## src/rtl/uart_word_tx_arbiter_if.sv

```systemverilog
// FIFO-side and serialiser-side signals of the UART word TX arbiter.
// master = arbiter, slave = FIFOs and serialiser.
interface uart_word_tx_arbiter_if;
    logic        i_ch0_fifo_empty;
    logic [31:0] i_ch0_fifo_data;
    logic        o_ch0_fifo_rd_en;
    logic        i_ch1_fifo_empty;
    logic [31:0] i_ch1_fifo_data;
    logic        o_ch1_fifo_rd_en;
    logic        i_serial_is_busy;
    logic        o_serial_next_word_cmd;
    logic [31:0] o_serial_word_data;

    modport master (
        input  i_ch0_fifo_empty,
        input  i_ch0_fifo_data,
        output o_ch0_fifo_rd_en,
        input  i_ch1_fifo_empty,
        input  i_ch1_fifo_data,
        output o_ch1_fifo_rd_en,
        input  i_serial_is_busy,
        output o_serial_next_word_cmd,
        output o_serial_word_data
    );

    modport slave (
        output i_ch0_fifo_empty,
        output i_ch0_fifo_data,
        input  o_ch0_fifo_rd_en,
        output i_ch1_fifo_empty,
        output i_ch1_fifo_data,
        input  o_ch1_fifo_rd_en,
        output i_serial_is_busy,
        input  o_serial_next_word_cmd,
        input  o_serial_word_data
    );
endinterface

```

## src/rtl/uart_word_tx_arbiter.sv

```systemverilog
// Round-robin arbiter sharing one 32-bit word serialiser between two TX FIFOs.
// Define UART_TX_WATCHDOG_EN to abort transfers whose busy phase exceeds WATCHDOG_CYCLES.
module uart_word_tx_arbiter #(
    parameter int unsigned WATCHDOG_CYCLES = 4096,
    parameter int unsigned COUNT_WIDTH     = 16
) (
    input  logic                   i_clock,
    input  logic                   i_reset_n,
    input  logic                   i_enable,
    uart_word_tx_arbiter_if.master bus,
    output logic                   o_active_channel,
    output logic                   o_busy,
    output logic [COUNT_WIDTH-1:0] o_words_sent_count,
    output logic                   o_watchdog_err
);

    typedef enum logic [2:0] {
        ST_IDLE      = 3'd0,
        ST_READ      = 3'd1,
        ST_LATCH     = 3'd2,
        ST_START     = 3'd3,
        ST_WAIT_ACK  = 3'd4,
        ST_WAIT_DONE = 3'd5
    } state_t;

    state_t                 state_q, state_d;
    logic                   last_grant_q, last_grant_d;
    logic                   active_q, active_d;
    logic                   ch0_rd_q, ch0_rd_d;
    logic                   ch1_rd_q, ch1_rd_d;
    logic                   cmd_q, cmd_d;
    logic [31:0]            word_q, word_d;
    logic                   busy_q, busy_d;
    logic [COUNT_WIDTH-1:0] count_q, count_d;
    logic                   req0_s, req1_s, grant_ch_s;

`ifdef UART_TX_WATCHDOG_EN
    localparam logic [15:0] WD_LAST = 16'(WATCHDOG_CYCLES - 1);
    logic [15:0]            wd_cnt_q, wd_cnt_d;
    logic                   wd_err_q, wd_err_d;
`endif

    assign req0_s = ~bus.i_ch0_fifo_empty;
    assign req1_s = ~bus.i_ch1_fifo_empty;

    // Next-state and registered-output computation
    always_comb begin
        state_d      = state_q;
        last_grant_d = last_grant_q;
        active_d     = active_q;
        ch0_rd_d     = 1'b0;
        ch1_rd_d     = 1'b0;
        cmd_d        = 1'b0;
        word_d       = word_q;
        count_d      = count_q;
        grant_ch_s   = 1'b0;
`ifdef UART_TX_WATCHDOG_EN
        wd_cnt_d     = 16'd0;
        wd_err_d     = 1'b0;
`endif
        case (state_q)
            ST_IDLE: begin
                if (i_enable && (req0_s || req1_s)) begin
                    // Contention goes to whichever channel did not win last time
                    if (req0_s && req1_s) begin
                        grant_ch_s = ~last_grant_q;
                    end else begin
                        grant_ch_s = req1_s;
                    end
                    active_d = grant_ch_s;
                    ch0_rd_d = ~grant_ch_s;
                    ch1_rd_d = grant_ch_s;
                    state_d  = ST_READ;
                end else begin
                    state_d = ST_IDLE;
                end
            end
            ST_READ: begin
                state_d = ST_LATCH;
            end
            ST_LATCH: begin
                if (active_q) begin
                    word_d = bus.i_ch1_fifo_data;
                end else begin
                    word_d = bus.i_ch0_fifo_data;
                end
                cmd_d   = 1'b1;
                state_d = ST_START;
            end
            ST_START: begin
                state_d = ST_WAIT_ACK;
            end
            ST_WAIT_ACK: begin
                if (bus.i_serial_is_busy) begin
                    state_d = ST_WAIT_DONE;
                end else begin
                    state_d = ST_WAIT_ACK;
                end
            end
            ST_WAIT_DONE: begin
                if (!bus.i_serial_is_busy) begin
                    count_d      = count_q + COUNT_WIDTH'(1);
                    last_grant_d = active_q;
                    state_d      = ST_IDLE;
                end else begin
                    state_d = ST_WAIT_DONE;
                end
            end
            default: begin
                state_d = ST_IDLE;
            end
        endcase
`ifdef UART_TX_WATCHDOG_EN
        // A normal completion on the limit cycle wins over the abort
        if ((state_q == ST_WAIT_ACK) || (state_q == ST_WAIT_DONE)) begin
            if ((state_d != ST_IDLE) && (wd_cnt_q == WD_LAST)) begin
                state_d      = ST_IDLE;
                wd_err_d     = 1'b1;
                last_grant_d = active_q;
            end else begin
                wd_cnt_d = wd_cnt_q + 16'd1;
            end
        end else begin
            wd_cnt_d = 16'd0;
        end
`endif
        busy_d = (state_d != ST_IDLE);
    end

    // State and output registers
    always_ff @(posedge i_clock or negedge i_reset_n) begin
        if (!i_reset_n) begin
            state_q      <= ST_IDLE;
            last_grant_q <= 1'b1;
            active_q     <= 1'b0;
            ch0_rd_q     <= 1'b0;
            ch1_rd_q     <= 1'b0;
            cmd_q        <= 1'b0;
            word_q       <= 32'd0;
            busy_q       <= 1'b0;
            count_q      <= '0;
        end else begin
            state_q      <= state_d;
            last_grant_q <= last_grant_d;
            active_q     <= active_d;
            ch0_rd_q     <= ch0_rd_d;
            ch1_rd_q     <= ch1_rd_d;
            cmd_q        <= cmd_d;
            word_q       <= word_d;
            busy_q       <= busy_d;
            count_q      <= count_d;
        end
    end

`ifdef UART_TX_WATCHDOG_EN
    // Watchdog counter and abort pulse registers
    always_ff @(posedge i_clock or negedge i_reset_n) begin
        if (!i_reset_n) begin
            wd_cnt_q <= 16'd0;
            wd_err_q <= 1'b0;
        end else begin
            wd_cnt_q <= wd_cnt_d;
            wd_err_q <= wd_err_d;
        end
    end

    assign o_watchdog_err = wd_err_q;
`else
    assign o_watchdog_err = 1'b0;
`endif

    assign bus.o_ch0_fifo_rd_en       = ch0_rd_q;
    assign bus.o_ch1_fifo_rd_en       = ch1_rd_q;
    assign bus.o_serial_next_word_cmd = cmd_q;
    assign bus.o_serial_word_data     = word_q;
    assign o_active_channel           = active_q;
    assign o_busy                     = busy_q;
    assign o_words_sent_count         = count_q;

endmodule

```

## src/flat_wrapper.sv

```systemverilog
// flat-port wrapper written by rule: the top's interface ports become plain ports
module uart_word_tx_arbiter_flat 
#(
    parameter int unsigned WATCHDOG_CYCLES = 4096,
    parameter int unsigned COUNT_WIDTH     = 16
)
  (i_clock, i_reset_n, i_enable, o_active_channel, o_busy, o_words_sent_count, o_watchdog_err, bus_i_ch0_fifo_empty, bus_i_ch0_fifo_data, bus_o_ch0_fifo_rd_en, bus_i_ch1_fifo_empty, bus_i_ch1_fifo_data, bus_o_ch1_fifo_rd_en, bus_i_serial_is_busy, bus_o_serial_next_word_cmd, bus_o_serial_word_data);
  uart_word_tx_arbiter_if bus_i ();
  input  logic i_clock;
  input  logic i_reset_n;
  input  logic i_enable;
  output logic o_active_channel;
  output logic o_busy;
  output logic [COUNT_WIDTH-1:0] o_words_sent_count;
  output logic o_watchdog_err;
  input wire logic [$bits(bus_i.i_ch0_fifo_empty)-1:0] bus_i_ch0_fifo_empty;
  input wire logic [$bits(bus_i.i_ch0_fifo_data)-1:0] bus_i_ch0_fifo_data;
  output wire logic [$bits(bus_i.o_ch0_fifo_rd_en)-1:0] bus_o_ch0_fifo_rd_en;
  input wire logic [$bits(bus_i.i_ch1_fifo_empty)-1:0] bus_i_ch1_fifo_empty;
  input wire logic [$bits(bus_i.i_ch1_fifo_data)-1:0] bus_i_ch1_fifo_data;
  output wire logic [$bits(bus_i.o_ch1_fifo_rd_en)-1:0] bus_o_ch1_fifo_rd_en;
  input wire logic [$bits(bus_i.i_serial_is_busy)-1:0] bus_i_serial_is_busy;
  output wire logic [$bits(bus_i.o_serial_next_word_cmd)-1:0] bus_o_serial_next_word_cmd;
  output wire logic [$bits(bus_i.o_serial_word_data)-1:0] bus_o_serial_word_data;
  assign bus_i.i_ch0_fifo_empty = bus_i_ch0_fifo_empty;
  assign bus_i.i_ch0_fifo_data = bus_i_ch0_fifo_data;
  assign bus_o_ch0_fifo_rd_en = bus_i.o_ch0_fifo_rd_en;
  assign bus_i.i_ch1_fifo_empty = bus_i_ch1_fifo_empty;
  assign bus_i.i_ch1_fifo_data = bus_i_ch1_fifo_data;
  assign bus_o_ch1_fifo_rd_en = bus_i.o_ch1_fifo_rd_en;
  assign bus_i.i_serial_is_busy = bus_i_serial_is_busy;
  assign bus_o_serial_next_word_cmd = bus_i.o_serial_next_word_cmd;
  assign bus_o_serial_word_data = bus_i.o_serial_word_data;
  uart_word_tx_arbiter #(.WATCHDOG_CYCLES(WATCHDOG_CYCLES), .COUNT_WIDTH(COUNT_WIDTH)) u_core (.i_clock(i_clock), .i_reset_n(i_reset_n), .i_enable(i_enable), .bus(bus_i), .o_active_channel(o_active_channel), .o_busy(o_busy), .o_words_sent_count(o_words_sent_count), .o_watchdog_err(o_watchdog_err));
endmodule
```

## config.mk

```make
export PLATFORM = sky130hd
export DESIGN_NAME = uart_word_tx_arbiter_flat
export DESIGN_NICKNAME = d
export VERILOG_FILES = /design/src/rtl/uart_word_tx_arbiter_if.sv /design/src/rtl/uart_word_tx_arbiter.sv /design/src/flat_wrapper.sv
export SDC_FILE = /design/constraint.sdc
export NUM_CORES = 1
export LEC_CHECK = 0
export ABC_AREA = 1
export CORE_ASPECT_RATIO = 1.1
export CORE_MARGIN = 8
export CORE_UTILIZATION = 30
export CTS_CLUSTER_DIAMETER = 120
export CTS_CLUSTER_SIZE = 40
export DETAILED_ROUTE_END_ITERATION = 6
export GPL_ROUTABILITY_DRIVEN = 0
export PLACE_DENSITY = 0.74
export SYNTH_ARGS = -nofsm -noshare
export SYNTH_HDL_FRONTEND = slang
export SYNTH_SLANG_ARGS = --single-unit
export TNS_END_PERCENT = 5
```

## constraint.sdc

```tcl
create_clock -name i_clock -period 1.3 [get_ports i_clock]
set_clock_uncertainty 0.1 [all_clocks]
set_input_delay 0.13 -clock i_clock [delete_from_list [all_inputs] [get_ports i_clock]]
set_output_delay 0.13 -clock i_clock [all_outputs]
set_load 0.05 [all_outputs]
```

======== After elaboration in Yosys (flattened, before gate mapping) ========
Cells that the tools add are included.
storage, ports and cells
  flip-flop bits (word level) ............. 57
  output and inout bits ................... 54
operators by class
  $add $sub $neg .......................... 1
  equal/unequal tests ..................... 5
  muxes and demuxes ....................... 13
  bitwise operators ....................... 5
  reduce and logical (&&, ||, !) cells .... 7
operator list
  operator                                        number
  two-way mux 32 bit                              1
  one-hot mux 3 bit (6 select lines)              1
  adder 16 x 1 -> 16 bit (second input constant)  1
  two-way mux 1 bit                               10
  == test 3 x 2 -> 1 bit (second input constant)  2
  == test 3 bit (second input constant)           2
  inverter 1 bit                                  5
  AND reduction 2 bit                             2
  == test 3 x 1 -> 1 bit (second input constant)  1
  zero test 3 bit                                 1
  two-way mux 3 bit                               1
  nonzero test 3 bit                              1
  logical AND 1 bit                               2
  logical OR 1 bit                                1

======== Logic depth before layout (Yosys ltp) ========
Gate-level depths: netlist of the first run.
  depth after elaboration ................. 8
  mapped depth ............................ 8
  depth with buffers taken out ............ 8

======== Least setup slack after synthesis of the first run ========
Ideal clock, no wire load.
  kind .................................... register to register
  start point ............................. reg u_core.count_q[0] (netlist: u_core.o_words_sent_count[0])
  end point ............................... reg u_core.count_q[8] (netlist: u_core.o_words_sent_count[8])
  arrival time ............................ 1.532 ns
  required time ........................... 1.077 ns
  slack ................................... -0.455 ns
  cell stages (with the launch flop) ...... 8
  buffers on the path ..................... 0
  clock period less this slack ............ 1.755 ns
  path through ............................ dfrtp_1 -> ha_1 -> inv_1 -> nor2_1 -> nand2_1 -> xor2_1 -> nand2_1 -> o21ai_1
on the way
  cells in the longest elaborated chain, start to end .. 1
ends and longest elaborated chain
  what                    line                         source
  from (decl)             uart_word_tx_arbiter.sv:34   logic [COUNT_WIDTH-1:0] count_q, count_d;
  from (signal assigned)  uart_word_tx_arbiter.sv:151  count_q <= count_d;
  adder 16 x 1 -> 16 bit  uart_word_tx_arbiter.sv:102  count_d = count_q + COUNT_WIDTH'(1);
No other way between the ends.
A chain may end at the register's enable or synchronous reset.

======== Worst setup path after layout of the first run ========
  start point ............................. reg u_core.count_q[1] (netlist: u_core.o_words_sent_count[1])
  end point ............................... reg u_core.count_q[14] (netlist: u_core.o_words_sent_count[14])
Same word-level chain as after synthesis.

==> key figures, run 1 <==
Floorplanning
  – Die area: 12700 um^2
  – Core area: 9210 um^2
  – Die width: 108 um
  – I/O pin count: 124
  – Initial Util: 0.304
  – Chip Height: 117 um
  – Row count: 37

Clock tree
  – Worst-path clk slew: 0.07 ns
  – Clk_lat worst skew: 0.33 ns
  – CTS Root Buffer Type: clkbuf_8
  – H-tree depth: 3
  – CTS buffer count: 9
  – CTS tree: built
  – Clk sink count: 57
  – Maximum clock insertion buffer count: 2

Place
  – Post-Place Cells: 589
  – IO buf count: 122
  – Placed wire-length estimate: 6830 um
  – Pre-CTS setup slack: -0.244 ns

Yosys
  – Mapped Cells: 340
  – Netlist area before placement: 2800 um^2
  – Netlist cell types: 26
  – Synthesized area per cell: 8.24 um^2
  – Syn Nets: 411
  – Warnings, synthesis: 0
  – Sequential cell area fraction in the yosys report: 0.510
  – #FFs+latches synth: 57

Status
  – Failing checks: negative setup slack
  – Status: finished, violations left

Drt
  – Wirelength per Cell: 15.3 um
  – DRT Pass-1 Iters: 5
  – DRC Markers: 0
  – Routed Antenna Nets: 0
  – Total Routed Length: 9540 um
  – Vias per cell: 4.72
  – Vias: 2953
  – Iter 0 DRT Violations: 87

Global routing
  – Global-route wire length before repair: 15600 um
  – Global Route Usage Sum: 0.154
  – Largest net degree at the start of global routing: 33
  – Total grt overflow: 0
  – Vias in the first global route: 3233
  – Antenna violations before repair: 0

STA
  – PnR worst setup slack: -0.160 ns
  – Max-slew violation count: 0
  – Finish-stage setup viols: 53
  – Min Clock Period, post-route: 1.46 ns
  – RSZ-0062 raised after global routing: true
  – Period Utilization, post-route: 1.12
  – Fmax: 0.685 GHz
  – Final Hold Viols: 0

Power and ir drop
  – Clk pwr share: 0.117
  – NetSw: 6.21 mW
  – P_int: 7.75 mW
  – Reg power frac: 0.244
  – Combinational Power Share: 0.639
  – Power Density: 2550 nW/um^2
  – Sw Share: 0.445
  – Leak: 2.44 nW
  – Maximum VDD drop: 0.00137 V

Worst setup path
  – Crit path max fanout: 5
  – Critical path type: reg -> reg
  – Critical path data required time: 1.42 ns
  – Critical Path Sink Type: flop
  – Type of origin of the critical path: flop
  – Arr. time, crit path: 1.58 ns

Final layout
  – Most frequent cells in the layout: nand2_1 (84), nor2_1 (76), clkdlybuf4s50_1 (68)
  – End-of-flow core utilization: 0.594
  – Commonest non-fill, non-tap cell in the layout: nand2_1
  – Final cell count without fillers: 625
  – Ratio of cells with drive above 1 in the final layout: 0.350
  – Area Overhead vs Synth: 95.4%
  – ANT cells: 0
  – Nets: 574

Flow run
  – # Max-Cap Violations: 0

Min path
  – Hold Crit Class: in -> async
-- cell type report --
class | count | area [um^2]
Sequential cell | 57 | 1450
Fill cell | 755 | 3740
Timing Repair Buffer | 168 | 2260
Inverter | 22 | 85.1
Multi-Input combinational cell | 245 | 1340
Clock inverter | 4 | 45.0
Tap cell | 117 | 146
Clock buffer | 12 | 145
-- cell usage after synthesis --
cell type / n / area, um^2
nor3_1: 2 / 10.0
buf_4: 1 / 7.51
nor3_4: 1 / 16.3
a21oi_1: 1 / 5.00
inv_2: 3 / 11.3
nand2_1: 90 / 338
o21ai_1: 4 / 20.0
nor2_2: 1 / 6.26
dfrtp_1: 56 / 1400
nand3b_1: 1 / 7.51
conb_1: 1 / 3.75
xnor2_1: 3 / 26.3
clkbuf_1: 5 / 18.8
ha_1: 1 / 12.5
inv_1: 19 / 71.3
dfstp_2: 1 / 26.3
buf_2: 7 / 35.0
o31ai_2: 8 / 100
o31ai_1: 24 / 180
xor2_1: 5 / 43.8
nand3_1: 8 / 40.0
nor2_1: 83 / 312
nand4_1: 6 / 37.5
nor2_4: 1 / 11.3
o21ai_0: 5 / 25.0
buf_6: 3 / 33.8
-- power by group through the flow --
stage               Clock, mW  Sequential [mW]  Combinational, mW
floorplan                   0             5.29               1.97
global placement            0             3.35               7.94
detailed placement          0             3.41               8.05
CTS                      1.68             3.41               8.81
global route             1.75             3.51               9.43
finish                   1.63             3.41               8.91
-- sequential cells by signal (all words and copies together) (netlist names) --
signal	cells
u_core.bus.o_ch0_fifo_rd_en	1
u_core.last_grant_q	1
u_core.state_q	3
u_core.bus.o_serial_word_data	32
u_core.bus.o_ch1_fifo_rd_en	1
u_core.o_words_sent_count	16
u_core.o_busy	1
u_core.o_active_channel	1
u_core.bus.o_serial_next_word_cmd	1
-- per-layer routing --
metal | track usage | share of wire | vias to the layer above
met5 | 0 | 0 | -
met4 | 0.0487 | 0.014 | 0
met3 | 0.0679 | 0.092 | 10
met2 | 0.262 | 0.52 | 117
met1 | 0.163 | 0.37 | 1402
li1 | - | - | 1424
-- through the flow --
stage	hold WS [ns]	TNS [ns]	cell area (um^2)	power (mW)
after CTS	0.189	-2.33	5390	13.9
after detailed placement	-0.00354	-5.15	4890	11.5
final	0.195	-3.27	5470	14.0
after floorplan	-0.266	-4.56	2850	7.25
after global placement	-0.00118	-2.73	4890	11.3
after global routing	0.221	-7.91	5470	14.7
-- logic make-up (layout without fill, tap and decap cells) --
family,count (synthesis),in the layout,synth area share
DFF,57,57,0.510
adders and majority gates,1,1,0.00447
AOI/OAI and AO/OA,42,42,0.118
and+or+nand+nor,193,193,0.278
other,1,1,0.00134
xor gates and xnor gates,8,8,0.0250
buffers and inverters,38,206,0.0634
-- what timing repair did --
action                                  in CTS  in global routing
pin swaps                                    6                  8
buffers inserted                            13                  4
endpoints found under the setup margin      61                 65
gates resized for setup                     37                 18
endpoints found under the hold margin       57                  0
hold buffers                                 1                  0
gates cloned                                 2                  0
-- worst max-delay path: stages, from the launching register on --
cell and delay [ns]:
dfrtp_2 0.43, ha_4 0.18, nand3_1 0.11, nor2_2 0.18, nand3_1 0.10, nand2_1 0.09, nand2_1 0.05, nand2_1 0.05
nand2_1 0.05
-- final timing paths --
check	start	end	slack [ns]	depth (start not counted)
setup / recovery	u_core.o_words_sent_count[1]	u_core.o_words_sent_count[14]	-0.16	8
hold / removal	i_reset_n	u_core.o_words_sent_count[0]	0.19	2
setup reg to reg	u_core.o_words_sent_count[1]	u_core.o_words_sent_count[14]	-0.16	8
hold reg to reg	u_core.last_grant_q	u_core.last_grant_q	0.38	2
max in group asynchronous	i_reset_n	u_core.bus.o_serial_word_data[8]	0.41	3
min in group i_clock	bus_i_ch0_fifo_data[17]	u_core.bus.o_serial_word_data[17]	0.28	3
Note: power is estimated with default switching activity, not from simulation.
==> run 2: changes to the inputs <==
--- a/config.mk
+++ b/config.mk
@@ -13,7 +13,6 @@
 export CTS_CLUSTER_SIZE = 40
 export DETAILED_ROUTE_END_ITERATION = 6
 export GPL_ROUTABILITY_DRIVEN = 0
-export PLACE_DENSITY = 0.74
 export SYNTH_ARGS = -nofsm -noshare
 export SYNTH_HDL_FRONTEND = slang
 export SYNTH_SLANG_ARGS = --single-unit
==> key figures, run 2 (synthesis gave the netlist of run 1 again) <==
Drt
  – Routed Antenna Nets: 0 (unchanged)
  – Iter 0 DRT Violations: 70 (-20%)
  – DRC Markers: 0 (unchanged)
  – Total Routed Length: 8940 um (-6.4%)
  – Vias per cell: 4.60 (-2.6%)
  – DRT Pass-1 Iters: 4 (-1)
  – Wirelength per Cell: 14.5 um (-4.8%)
  – Vias: 2831 (-4.1%)

STA
  – Max-slew violation count: 0 (unchanged)
  – RSZ-0062 raised after global routing: true
  – Final Hold Viols: 0 (unchanged)
  – Worst hold slack: 0.155 ns (-0.0396 ns)
  – PnR worst setup slack: -0.0282 ns (+0.132 ns)
  – Min Clock Period, post-route: 1.33 ns (-0.132 ns)
  – Finish-stage setup viols: 10 (-81%)
  – Fmax: 0.753 GHz (+9.9%)
  – Period Utilization, post-route: 1.02 (-0.101)

Worst setup path
  – Arr. time, crit path: 1.45 ns (-0.13 ns)
  – Worst R2R Setup Slack: -0.03 ns (+0.13 ns)
  – Critical path type: reg -> reg
  – CP max stage cell: dfrtp_2
  – Max incr delay on CP: 0.42 ns (about the same)
  – Terminus of the critical flop-to-flop path: u_core.o_words_sent_count[14]
  – CP delay by family, top: simple AND/OR/NAND/NOR gates
  – RR Startpoint: u_core.o_words_sent_count[1]
  – CP most frequent cell: nand2_1
  – Critical Path Sink Type: flop
  – CP bufs+invs: 0 (unchanged)
  – Crit path max fanout: 4 (-1)
  – Critical path data required time: 1.42 ns (about the same)
  – CP cell instances: ha_4 -> nand3_1 -> nor2_2 -> nand3_1 -> nand2_1 -> nand2_1 -> nand2_1 -> nand2_1
  – R2R depth: 8 (unchanged)
  – Type of origin of the critical path: flop

Floorplanning
  – I/O pin count: 124 (unchanged)
  – Die area: 12700 um^2 (unchanged)
  – Core area: 9210 um^2 (unchanged)
  – Die width: 108 um (unchanged)
  – Row count: 37 (unchanged)
  – Initial Util: 0.304 (unchanged)
  – Chip Height: 117 um (unchanged)

Power and ir drop
  – Reg power frac: 0.244 (about the same)
  – P_int: 7.80 mW (+0.63%)
  – Power Density: 2560 nW/um^2 (+0.41%)
  – Design Power: 13.9 mW (-0.39%)
  – Maximum VDD drop: 0.00137 V (-0.15%)
  – Clk pwr share: 0.129 (+0.012)
  – Leak: 2.41 nW (-1.4%)
  – NetSw: 6.11 mW (-1.7%)
  – Combinational Power Share: 0.627 (-0.012)
  – Sw Share: 0.439 (-0.00570)

Final layout
  – Commonest non-fill, non-tap cell in the layout: nand2_1
  – Nets: 564 (-1.7%)
  – Post-layout instance area: 5430 um^2 (-0.80%)
  – ANT cells: 0 (unchanged)
  – Max FFs per register: 32 (unchanged)
  – Ratio of cells with drive above 1 in the final layout: 0.333 (-0.0171)
  – Area Overhead vs Synth: 93.8%
  – Most frequent cells in the layout: nand2_1 (85), nor2_1 (78), clkdlybuf4s50_1 (68)

Min path
  – Hold Crit Class: in -> async

Global routing
  – Global Route Usage Sum: 0.146 (-0.00791)
  – Vias in the first global route: 3013 (-6.8%)
  – Antenna violations before repair: 0 (unchanged)
  – Global-route wire length before repair: 14700 um (-5.4%)
  – Total grt overflow: 0 (unchanged)
  – Largest net degree at the start of global routing: 29 (-12%)

Clock tree
  – CTS Root Buffer Type: clkbuf_8
  – CTS tree: built
  – Worst-path clk slew: 0.07 ns (about the same)
  – Maximum clock insertion buffer count: 2 (unchanged)
  – H-tree depth: 3 (unchanged)
  – Clk_lat worst skew: 0.33 ns (about the same)
  – CTS buffer count: 9 (unchanged)
  – Clk sink count: 57 (unchanged)

Status
  – Failing checks: negative setup slack
  – Status: finished, violations left

Flow run
  – # Max-Cap Violations: 0 (unchanged)

Place
  – IO buf count: 122 (unchanged)
  – Placed inst area: 4940 um^2 (+1.0%)
  – Placed wire-length estimate: 6760 um (-1.0%)
run 2: per-stage QoR:
step           utilization  setup TNS [ns]  setup slack, ns  instances
3_3_place_gp         0.536           -1.55           -0.159        594
5_1_grt              0.589           -3.67           -0.155        615
3_5_place_dp         0.536           -2.50           -0.199        594
6_report             0.589          -0.147          -0.0282        615
2_1_floorplan            -           -4.56           -0.132        340
4_1_cts              0.576          -0.489          -0.0522        614
run 2: power groups by stage:
stage,combinational [mW],sequential [mW],clock (mW)
2_1_floorplan,1.97,5.29,0
5_1_grt,9.25,3.49,1.93
4_1_cts,8.50,3.37,1.85
3_3_place_gp,8.06,3.34,0
6_report,8.72,3.39,1.80
3_5_place_dp,8.10,3.37,0
run 2: metal layers:
metal / global-route usage / routed length, um / vias up / part of all wire
li1: - / - / 1404 / -
met1: 0.162 / 3460 / 1320 / 0.39
met2: 0.233 / 4380 / 97 / 0.49
met3: 0.0816 / 975 / 10 / 0.11
met4: 0.0374 / 115 / 0 / 0.013
met5: 0 / 0 / - / 0
run 2: worst max path at each step:
stage | startpoint | endpoint | slack [ns] | cells past startpoint
3_3_place_gp | bus_i_serial_is_busy | u_core.o_words_sent_count[13] | -0.16 | 7
6_report | u_core.o_words_sent_count[1] | u_core.o_words_sent_count[14] | -0.03 | 8
5_1_grt | u_core.state_q[1] | u_core.o_words_sent_count[9] | -0.15 | 6
3_5_place_dp | bus_i_serial_is_busy | u_core.o_words_sent_count[13] | -0.20 | 7
4_1_cts | u_core.o_words_sent_count[1] | u_core.o_words_sent_count[9] | -0.05 | 7
2_1_floorplan | u_core.o_words_sent_count[0] | u_core.o_words_sent_count[14] | -0.13 | 8
run 2: final cells by class:
class                      count  area [um^2]
clock buffer                  14          183
sequential                    57         1450
fill                         772         3780
multi-input combinational    245         1350
tap                          117          146
timing repair buffer         158         2180
inverter                      22         87.6
clock inverter                 2         35.0
run 2: what timing repair did:
| item | in CTS | in global routing |
|---|---|---|
| setup endpoints to repair | 54 | 64 |
| hold buffers | 1 | 0 |
| cloned | 1 | 1 |
| hold endpoints to repair | 57 | 0 |
| setup buffers | 2 | 0 |
| pin swaps | 5 | 7 |
| gates resized for setup | 27 | 25 |
